### src/rtl/mem_access_stage.sv
// mem_access_stage: MEM stage issuing word loads/stores over a req/ack bus, stalling upstream until done
module mem_access_stage #(
  parameter int TIMEOUT = 16,
  parameter int CNT_W   = 5
) (
  input  logic        clk_i,
  input  logic        rst_i,
  input  logic        MemRead_i,
  input  logic        MemWrite_i,
  input  logic [1:0]  WB_i,
  input  logic [31:0] ALU_data_i,
  input  logic [31:0] Store_data_i,
  input  logic [4:0]  RegWriteAddr_i,
  output logic        mem_req_o,
  output logic        mem_we_o,
  output logic [31:0] mem_addr_o,
  output logic [31:0] mem_wdata_o,
  input  logic [31:0] mem_rdata_i,
  input  logic        mem_ack_i,
  output logic        stall_o,
  output logic        err_o,
  output logic [1:0]  WB_o,
  output logic [31:0] MEM_data_o,
  output logic [31:0] ALU_data_o,
  output logic [4:0]  RegWriteAddr_o
);
  typedef enum logic [1:0] {IDLE, BUSY, DONE} state_t;
  state_t state, state_nx;
  logic [CNT_W-1:0] cnt;
  logic abort, op, mis, issue, tmo;
  assign op             = MemRead_i | MemWrite_i;
  assign mis            = op & (ALU_data_i[1:0] != 2'b00);
  assign issue          = (state == IDLE) & op & ~mis;
  assign tmo            = (state == BUSY) & ~mem_ack_i & (cnt == CNT_W'(TIMEOUT - 1));
  assign ALU_data_o     = ALU_data_i;
  assign RegWriteAddr_o = RegWriteAddr_i;
  always_comb begin
    state_nx = issue ? BUSY :
               (state == BUSY && (mem_ack_i || tmo)) ? DONE :
               (state == DONE) ? IDLE : state;
    stall_o  = issue | (state == BUSY);
    WB_o     = (state == IDLE) ? (op ? 2'b00 : WB_i) :
               (state == DONE && !abort) ? WB_i : 2'b00;
  end
  always_ff @(posedge clk_i) begin
    if (!rst_i) begin
      state       <= IDLE;
      cnt         <= '0;
      abort       <= 1'b0;
      mem_req_o   <= 1'b0;
      mem_we_o    <= 1'b0;
      mem_addr_o  <= '0;
      mem_wdata_o <= '0;
      MEM_data_o  <= '0;
      err_o       <= 1'b0;
    end else begin
      state <= state_nx;
      err_o <= ((state == IDLE) & mis) | tmo;
      if (issue) begin
        mem_req_o   <= 1'b1;
        mem_we_o    <= MemWrite_i;
        mem_addr_o  <= ALU_data_i;
        mem_wdata_o <= Store_data_i;
        cnt         <= '0;
      end
      if (state == BUSY) begin
        if (mem_ack_i) begin
          mem_req_o <= 1'b0;
          if (!mem_we_o) MEM_data_o <= mem_rdata_i;
        end else if (tmo) begin
          mem_req_o <= 1'b0;
          abort     <= 1'b1;
        end else begin
          cnt <= cnt + 1'b1;
        end
      end
      if (state == DONE) abort <= 1'b0;
    end
  end
endmodule

### config.mk
export PLATFORM = sky130hd
export DESIGN_NAME = mem_access_stage
export DESIGN_NICKNAME = d
export VERILOG_FILES = /design/src/rtl/mem_access_stage.sv
export SDC_FILE = /design/constraint.sdc
export NUM_CORES = 1
export LEC_CHECK = 0
export CORE_MARGIN = 2
export CORE_UTILIZATION = 35
export CTS_CLUSTER_DIAMETER = 60
export DETAILED_ROUTE_END_ITERATION = 10
export HOLD_SLACK_MARGIN = 0.02
export PLACE_DENSITY = 0.84
export SYNTH_ARGS = -nofsm -noshare
export SYNTH_HDL_FRONTEND = slang
export SYNTH_SLANG_ARGS = --single-unit
### constraint.sdc
create_clock -name clk_i -period 2.05 [get_ports clk_i]
set_input_delay 0.3075 -clock clk_i [delete_from_list [all_inputs] [get_ports clk_i]]
set_output_delay 0.3075 -clock clk_i [all_outputs]
set_load 0.02 [all_outputs]
==> flow_summary.yaml <==
sta:
  fin_ws_ns: 0.07330
  hold_violations: 0
  setup_viol: 0
  slew-limit-headroom_pct: 53.61
  clock.fmax_ghz: 0.5059
  drv_slew: 0
  rsz0062_at_grt: "false"
  skew_ns: 0.007757
  timing.final.crit_share_pct: 96.42
  fin_crit_ns: 1.977
  worstMarginPinSlew_ns: 0.6959
floorplan:
  die_y_um: 118.2
  initial_utilization_pct: 35.99
  io-pin-count: 247
  coreArea_um2: 12670
  die_w_um: 118.2
  dieArea_um2: 13960
  row_count: 41
synth:
  synth_cell_types: 33
  synth-edff-count: 0
  synth.area.top_cells: "dfxtp_1 47%, a21boi_0 14%, o21ai_0 7.4%, nand3_1 6.9%, buf_4 6.3%"
  yosys.area.top_type: "dfxtp_1"
  synthMuxAreaShare_pct: 0
  syn_nets: 641
  yosys-top-cells-count: "107 x dfxtp_1, 86 x a21boi_0, 68 x nand2_1"
  postSynthAreaPerCell_um2: 8.589
  synth-seq-area-share_pct: 46.97
  synthSimpleGateAreaFrac_pct: 16.21
  synthAdderAreaFrac_pct: 0.5487
  synth_compound_area_share_pct: 25.27
  synth-xor-area-share_pct: 0.1920
  synthFlopType: "dfxtp_1"
  yosys.area.top_type_share_pct: 46.97
  ys_ff_latch: 107
  synth_top_family_by_area: "compound AO/OA/AOI/OAI gates"
  async_reset_ff_share_pct: 0
  synth_area_um2: 4561
  synth_cells: 531
  yosysMostFrequentCell: "dfxtp_1"
  ys.warnings.count: 0
grt:
  grt_pass1_wl_mm: 21.23
  track_usage_pct: 18.67
  overflow: 0
  antenna_found_initial: 0
  grt_pass1_vias: 4184
  grt_max_degree: 65
final_layout:
  final_net_count: 828
  n_fill_cell: 1167
  final_layout_size_suffix_gt1_share_pct: 8.022
  final_util_pct: 57.28
  multi_input_area_um2: 1972
  area_growth_pct: 59.15
  final_cells: 895
  register_area_um2: 2145
  diodes: 0
power:
  leakagePower_nw: 2.506
  p_clk_share_pct: 37.2
  seq_power_share_pct: 45.1
  p_int_w: 0.003603
  pwr-share-comb_pct: 17.8
  p_switching_w: 0.001243
  vdd_drop_max_uv: 565.7
  swShare_pct: 25.66
  power_density_nw_per_um2: 667.7
clock_tree:
  root_buffer: "clkbuf_16"
  clkSinkCount: 107
  htree_levels: 3
  cts_made_buffers: 9
  cts_max_path_buffers: 2
  clk_latency_ns: 0.35
  postCtsHoldBufs: 0
  clk_pin_slew_ns: 0.07
  cts_tree: "built"
detailed_routing:
  top_layer_used: "met4"
  ant_nets: 0
  wl_mm: 13.34
  drt-wirelength-per-cell_um: 14.90
  dr.first_iter.drc_count: 202
  vias_per_cell: 4.907
  wl_met1_mm: 5.378
  met3_wirelength_um: 861
  firstDrtPassIters: 4
  drc: 0
  vias: 4392
  route.met2.wl_mm: 6.810
setup_path:
  critPathBufInv: 0
  required_ns: 2.34
  crit_arrival_ns: 2.26
  cpMostUsedCell: "ha_2"
  critPathLaunchType: "register"
  cp-end-kind: "register"
  critPathMaxFanout: 6
  max_stage_delay_ns: 0.57
  crit_type: "register to register"
  r2r_setup_slack_ns: 0.07
  crit_slowest_cell: "or4b_4"
  crit_family: "simple AND/OR/NAND/NOR gates"
  crit_chain: "ha_2 -> and3_1 -> ha_2 -> or4b_4 -> or3_4 -> a21oi_2"
placed_design:
  place_ws_ns: -0.2257
  place_congestion: 0.7488
  place_inst: 877
  io_buffers: 236
  dp.final_hpwl_mm: 9.409
run:
  maxCapViolations: 0
outcome:
  outcome: "finished, final reports clean"
hold_path:
  hold_path.class: "primary input to register"
[logic make-up after synthesis]
group,count (synthesis)
compound gates,176
xor+xnor,1
fa+ha+maj,2
buf+inv,90
flops,107
simple gates,155
[placed cells by master (no fill, tap or decap), types with 2 or more instances in the layout]
cell type	count
a21boi_0	86
a21oi_1	2
nor2_1	3
clkbuf_16	9
clkdlybuf4s50_1	232
clkinv_4	2
dfxtp_1	105
and3_1	3
a21boi_1	13
o311a_1	2
o21ai_0	67
nand2b_1	2
ha_2	2
nand2_1	68
dfxtp_2	2
or3_1	2
o21a_1	2
buf_12	5
nand3_1	63
buf_4	21
inv_1	4
inv_6	2
and2_1	2
clkbuf_2	3
[state kept, by name, indices dropped and copies added, names as in the netlist]
name	flops
abort	1
err_o	1
mem_req_o	1
cnt	5
mem_wdata_o	32
state	2
mem_addr_o	32
MEM_data_o	32
mem_we_o	1
[worst reg2reg max path, delay by kind of cell, from the launching register on]
kind                       cells  cell delay, ns
adders and majority gates      2            0.36
and+or+nand+nor                3            1.10
DFF                            1            0.34
AOI/OAI and AO/OA              1            0.13
[layout make-up]
cell class | count | share of cell area [%]
clock buffer | 10 | 3.293
sequential | 107 | 29.55
clock inverter | 6 | 0.9998
inverter | 4 | 0.2069
multi-input combinational | 334 | 27.17
tap | 172 | 2.965
timing repair buffer | 262 | 35.82
[through the flow]
step                      power, W  setup TNS [ns]  cell area (µm²)  hold WS [ns]
after floorplan           0.002644               0             4561        0.4363
final                     0.004847               0             7258        0.3297
after global routing      0.005043               0             7258        0.3447
after global placement    0.003089          -4.667             6930        0.4487
after detailed placement  0.003099          -6.661             6930        0.4542
after CTS                 0.004915               0             7238        0.3103
[power groups by stage]
stage	Clock [W]	Combinational, W	Sequential [W]
6_report	0.00180	0.000862	0.00218
5_1_grt	0.00193	0.000920	0.00219
4_1_cts	0.00186	0.000866	0.00218
3_5_place_dp	0	0.000866	0.00223
3_3_place_gp	0	0.000860	0.00223
2_1_floorplan	0	0.000327	0.00232
[worst paths after layout]
kind | from | end | cells after the start
setup / recovery | cnt[0] | cnt[2] | 6
hold / removal | rst_i | state[1] | 2
setup reg to reg | cnt[0] | cnt[2] | 6
hold reg to reg | MEM_data_o[2] | MEM_data_o[2] | 2
[metal layers]
layer	vias to the layer above	global-route usage [%]
met5	-	0
met4	0	7.681
met3	22	5.309
met2	147	32.62
met1	2056	21.30
li1	2167	-
[what timing repair did]
action,4_1_cts,5_1_grt
pin swaps,0,3
setup endpoints to repair,3,5
hold endpoints to repair,0,0
cloned,0,0
gates resized for setup,3,13
buffers inserted,0,2
Note: power is estimated with default switching activity, not from simulation.
